[config.mk]
export PLATFORM = sky130hd
export DESIGN_NAME = ita_gelu_requant
export DESIGN_NICKNAME = d
export VERILOG_FILES = /design/src/rtl/ita_gelu_requant.sv
export SDC_FILE = /design/constraint.sdc
export NUM_CORES = 1
export LEC_CHECK = 0
export ABC_CLOCK_PERIOD_IN_PS = 18480
export CORE_MARGIN = 2
export CORE_UTILIZATION = 39
export DETAILED_ROUTE_END_ITERATION = 16
export PLACE_DENSITY = 0.57
export SLEW_MARGIN = 10
export SYNTH_ARGS = -nofsm -noshare
export SYNTH_HDL_FRONTEND = slang
export SYNTH_SLANG_ARGS = --single-unit
[constraint.sdc]
create_clock -name io_clk -period 18.48 [get_ports io_clk]
set_clock_uncertainty 0.1 [all_clocks]
set_input_delay 2.772 -clock io_clk [delete_from_list [all_inputs] [get_ports io_clk]]
set_output_delay 2.772 -clock io_clk [all_outputs]
set_load 0.005 [all_outputs]
[src/rtl/ita_gelu_requant.sv]
// Requantizes signed GELU results to saturated int8 and buffers them in a small output FIFO.
// Latency: sample at edge N is written to the FIFO at edge N+1, so it is visible right after N+1 when the FIFO was empty.
// Backpressure: consumer stalls via io_ready_i; the input side cannot stall, so samples hitting a full FIFO are dropped and flagged.
//
// Ports:
//   io_clk, io_rst_ni        clock, asynchronous active-low reset
//   io_clear_i               synchronous flush of stage 1, FIFO and overflow flag
//   io_valid_i, io_data_i    GELU result (signed, IN_W bits) with its valid
//   io_mult_i/shift_i/add_i  requant parameters, sampled together with io_valid_i
//   io_valid_o, io_ready_i   output handshake on the FIFO head
//   io_data_o                int8 result at the FIFO head (0 while empty)
//   io_count_o               FIFO occupancy
//   io_overflow_o            sticky drop indicator
module ita_gelu_requant #(
  parameter int unsigned IN_W    = 26,
  parameter int unsigned MULT_W  = 8,
  parameter int unsigned SHIFT_W = 5,
  parameter int unsigned OUT_W   = 8,
  parameter int unsigned DEPTH   = 4
) (
  input  logic                     io_clk,
  input  logic                     io_rst_ni,
  input  logic                     io_clear_i,
  input  logic                     io_valid_i,
  input  logic [IN_W-1:0]          io_data_i,
  input  logic [MULT_W-1:0]        io_mult_i,
  input  logic [SHIFT_W-1:0]       io_shift_i,
  input  logic [OUT_W-1:0]         io_add_i,
  output logic                     io_valid_o,
  input  logic                     io_ready_i,
  output logic [OUT_W-1:0]         io_data_o,
  output logic [$clog2(DEPTH):0]   io_count_o,
  output logic                     io_overflow_o
);

  localparam int unsigned PROD_W = IN_W + MULT_W + 1;
  localparam int unsigned EXT_W  = PROD_W + 1;
  localparam int unsigned PTR_W  = $clog2(DEPTH);
  localparam int unsigned CNT_W  = PTR_W + 1;

  // Saturation bounds sign-extended to the stage-2 width.
  localparam logic signed [EXT_W-1:0] OUT_MAX = {{(EXT_W-OUT_W+1){1'b0}}, {(OUT_W-1){1'b1}}};
  localparam logic signed [EXT_W-1:0] OUT_MIN = {{(EXT_W-OUT_W+1){1'b1}}, {(OUT_W-1){1'b0}}};

  // ---------------- Stage 1: multiply ----------------
  logic                     s1Valid;
  logic signed [PROD_W-1:0] prodQ;
  logic [SHIFT_W-1:0]       shiftQ;
  logic [OUT_W-1:0]         addQ;
  logic signed [PROD_W-1:0] prodD;

  // Both operands widened to the full product width; the multiplier is zero-extended (unsigned).
  assign prodD = $signed({{(MULT_W+1){io_data_i[IN_W-1]}}, io_data_i})
               * $signed({{(IN_W+1){1'b0}}, io_mult_i});

  always_ff @(posedge io_clk or negedge io_rst_ni) begin
    if (!io_rst_ni) begin
      s1Valid <= 1'b0;
      prodQ   <= '0;
      shiftQ  <= '0;
      addQ    <= '0;
    end else begin
      s1Valid <= io_valid_i && !io_clear_i;
      if (io_valid_i && !io_clear_i) begin
        prodQ  <= prodD;
        shiftQ <= io_shift_i;
        addQ   <= io_add_i;
      end
    end
  end

  // ---------------- Stage 2: round, shift, offset, clamp ----------------
  logic [SHIFT_W-1:0]      shiftM1;
  logic signed [EXT_W-1:0] rndVal;
  logic signed [EXT_W-1:0] prodExt;
  logic signed [EXT_W-1:0] tVal;
  logic signed [EXT_W-1:0] addExt;
  logic signed [EXT_W-1:0] uVal;
  logic [OUT_W-1:0]        outD;

  assign shiftM1 = shiftQ - SHIFT_W'(1);
  // Half-LSB rounding term; adding it before the arithmetic shift rounds ties toward +inf.
  assign rndVal  = (shiftQ == '0) ? '0 : (EXT_W'(1) << shiftM1);
  assign prodExt = {prodQ[PROD_W-1], prodQ};
  assign tVal    = (prodExt + rndVal) >>> shiftQ;
  assign addExt  = {{(EXT_W-OUT_W){addQ[OUT_W-1]}}, addQ};
  assign uVal    = tVal + addExt;

  always_comb begin
    outD = uVal[OUT_W-1:0];
    if (uVal > OUT_MAX) begin
      outD = OUT_MAX[OUT_W-1:0];
    end else if (uVal < OUT_MIN) begin
      outD = OUT_MIN[OUT_W-1:0];
    end
  end

  // ---------------- Output FIFO ----------------
  logic [OUT_W-1:0] mem [DEPTH];
  logic [PTR_W-1:0] wrPtr;
  logic [PTR_W-1:0] rdPtr;
  logic [CNT_W-1:0] count;
  logic             overflow;
  logic             full;
  logic             popEn;
  logic             pushEn;
  logic             dropEn;

  assign full   = (count == CNT_W'(DEPTH));
  assign popEn  = io_valid_o && io_ready_i;
  // A full FIFO still accepts a push when the head leaves in the same cycle.
  assign pushEn = s1Valid && (!full || popEn);
  assign dropEn = s1Valid && full && !popEn;

  always_ff @(posedge io_clk or negedge io_rst_ni) begin
    if (!io_rst_ni) begin
      for (int i = 0; i < int'(DEPTH); i++) begin
        mem[i] <= '0;
      end
      wrPtr    <= '0;
      rdPtr    <= '0;
      count    <= '0;
      overflow <= 1'b0;
    end else if (io_clear_i) begin
      wrPtr    <= '0;
      rdPtr    <= '0;
      count    <= '0;
      overflow <= 1'b0;
    end else begin
      if (pushEn) begin
        mem[wrPtr] <= outD;
        wrPtr      <= wrPtr + PTR_W'(1);
      end
      if (popEn) begin
        rdPtr <= rdPtr + PTR_W'(1);
      end
      case ({pushEn, popEn})
        2'b10:   count <= count + CNT_W'(1);
        2'b01:   count <= count - CNT_W'(1);
        default: count <= count;
      endcase
      if (dropEn) begin
        overflow <= 1'b1;
      end
    end
  end

  assign io_valid_o    = (count != '0);
  // Forced to 0 while empty so stale storage left behind by a flush is never exposed.
  assign io_data_o     = io_valid_o ? mem[rdPtr] : '0;
  assign io_count_o    = count;
  assign io_overflow_o = overflow;

endmodule

==> impl_results.md <==
* Outcome: finished clean
* Root Driver: clkbuf_16
* Antenna Cells at 0
* CTS H-Tree Depth at 3
* Antenna violations before repair at 0
* Initial core utilization at between 30 and 40%
* Post-DP HPWL at about 44 mm
* Final Slew Violations at 0
* Hold Slack at around 390 ps
* Critical-path maximum fanout at 36
* Yosys warnings at 0
* Syn Std Cell Area at roughly 18000 um^2
* Final cell count without fillers at a little under 3000
* Period utilization at approximately three fifths
* RSZ-0062 raised after global routing: false
* Max stage delay on crit path at 1050 ps
* Die Y-Extent at between 200 and 250 um
* Worst slew margin at around 17%
* Clock tree buffer depth at 2
* Final setup vio count at 0
* Final min period at between 10000 and 15000 ps
* Setup Buffers After CTS at 0
* First-pass GRT wire length at ~90 mm
* Fmax at approximately 0.093 GHz
* Share of post-route cells with drive strength above 1 at between 4 and 5%
* Total CTS buffers at 9
* CP endpoint kind: flop
* Number of buffers inserted by port buffering at between 60 and 70
* Leak at ~9.3 nW
* Type of the worst min-delay path: flop to flop
* Core Footprint at 46560 um^2
* Syn nets at 2681
* Dpl cells at a little under 3000
* Drt first pass iters at 5
* TritonCTS Sinks at 89
* CTS tree: yes
* Wire per inst at approximately 19 um
* Maximum VDD drop at 59.75 uV
* Worst setup SP type: flop
* Setup TNS at 0 ps
* Area leader, netlist: fa_1
* Flops & latches, synth at between 80 and 90
* Primary FF master, synth: dfrtp_1
* Largest net degree at the start of global routing at 75
* Least-Margin Pin Slew at around 1200 ps
* Vias at between 15000 and 20000
* Post-synth ARST share at 100.0%
* Worst-skew pair later-pin latency at 370 ps
* Die width at 221.0 um
* Row Count at between 70 and 80
* Post-synthesis cell count at around 2300
* EDFF count, synth at 0
* DR vias/cell at approximately 5.7
* Post-CTS Resized at 0
* RD Place Congestion at just under 1
* Gr usage total at ~22%
* # IOs at 65
* Final Total Pwr at approximately 0.0028 W
* DRT antenna net count at 0
* Register clock-pin slew on the reported worst setup and hold paths at 80 ps
* Most frequent cells in the layout: nand2_1, inv_1, and2_1, fa_1, o21ai_0
* Distinct cells, synth at between 80 and 90
* Average instance area after synthesis at around 7.9 um^2
* Final hold vios at 0
* Number of max-cap violations at 0
* DIE AREA at 48850 um^2
* Hold_buf cts at 0
* Critical path's slowest cell: nor4_1
* Seq/Total Area, Yosys at about 12%
* PwrDens at about 140 nW/um^2
* 1st-iter DRT viols at about 1200
* Setup CP Type: flop to flop
* # nets final at approximately 2700
* Routed wire length at 54.69 mm
* Crit path DAT at 10920 ps
* Required time worst endpoint at ~19000 ps
* Overflow after GRT at 0
* Area delta synth->final at 7.213%
* Ranking of synthesized cells by area: fa_1, dfrtp_1, ha_1
* Remaining DRCs at 0
* Commonest non-fill, non-tap cell in the layout: nand2_1
* Synth top area share at about 18%
* Vias in the first global route at 16671
[path summary, 6_finish.rpt]
kind                           start       end  slack [ps]  cells after the start
max                        shiftQ[3]   mem[14]        7740                     28
min                           mem[6]    mem[6]         390                      2
max reg2reg                shiftQ[3]   mem[14]        7740                     28
min reg2reg                   mem[6]    mem[6]         390                      2
max in group asynchronous  io_rst_ni   addQ[1]       14890                      2
min in group asynchronous  io_rst_ni  prodQ[2]        2250                      1
[per-layer routing]
layer  global-route usage [%]  vias to the layer above  routed length, um
met5                        0                        -                  0
met3                    1.713                       81               2075
met4                    6.906                        0               1564
met2                    38.10                      450              26160
met1                    30.61                     8012              24900
li1                         -                     8021                  -
[area by class of cell]
class	count	area, um^2
Fill cell	4712	26860
Multi-Input combinational cell	1884	14810
Sequential cell	89	2227
Inverter	234	878.3
Tap cell	607	759.5
Timing Repair Buffer	75	720.7
Clock buffer	9	225.2
Clock inverter	7	71.32
[report_power, final]
group	internal, W	total (W)	switching (W)
registers	0.000260	0.000312	0.0000521
logic	0.000909	0.00231	0.00140
clock network	0.0000952	0.000191	0.0000956
[sequential cells by signal, indices dropped and copies added (netlist names)]
signal and count:
addQ 8, io_count_o 3, io_overflow_o 1, mem 32, prodQ 35, rdPtr 2
s1Valid 1, shiftQ 5, wrPtr 2
[stage by stage]
step	util (%)	setup slack [ps]	instance area, um^2
2_1_floorplan	-	10470	18370
3_5_place_dp	41.67	7916	19400
6_report	42.30	7741	19700
5_1_grt	42.30	6990	19700
4_1_cts	42.30	7860	19700
3_3_place_gp	41.67	7958	19400
[synthesized netlist by cell type, drive strengths merged, types with 13 or more instances]
cell / number
nand2: 298
inv: 231
and2: 166
fa: 165
o21ai: 153
a21oi: 141
ha: 141
nor2: 131
clkbuf: 104
dfrtp: 89
mux2i: 51
a21o: 46
nand3: 46
nor3: 46
xnor2: 44
a211oi: 32
xor2: 31
o211ai: 28
o21a: 28
and3: 25
mux2: 23
nand4: 22
mux4: 19
or3: 17
o21bai: 15
nor4: 14
a211o: 13
nand2b: 13
[worst max-delay path, delay by kind of cell, from the launching register on]
family	cells	cell delay [ps]
AND/OR/NAND/NOR	10	4020
buffers and inverters	2	850
adder cells (fa/ha/maj)	2	660
multiplexers	3	700
AO/OA/AOI/OAI	10	3520
flip-flops	1	330
XOR/XNOR	1	440
[cells by family (layout without fill, tap and decap cells)]
kind of cell	Yosys count	after routing	synth area share, %
simple gates	823	823	21.98
compound gates	586	586	20.94
buf+inv	350	325	7.254
fa+ha+maj	306	306	27.58
mux	93	93	6.518
flops	89	89	12.12
xor+xnor	75	75	3.576
other cells	1	1	0.02041
No activity file was read; power rests on OpenSTA's default activity.
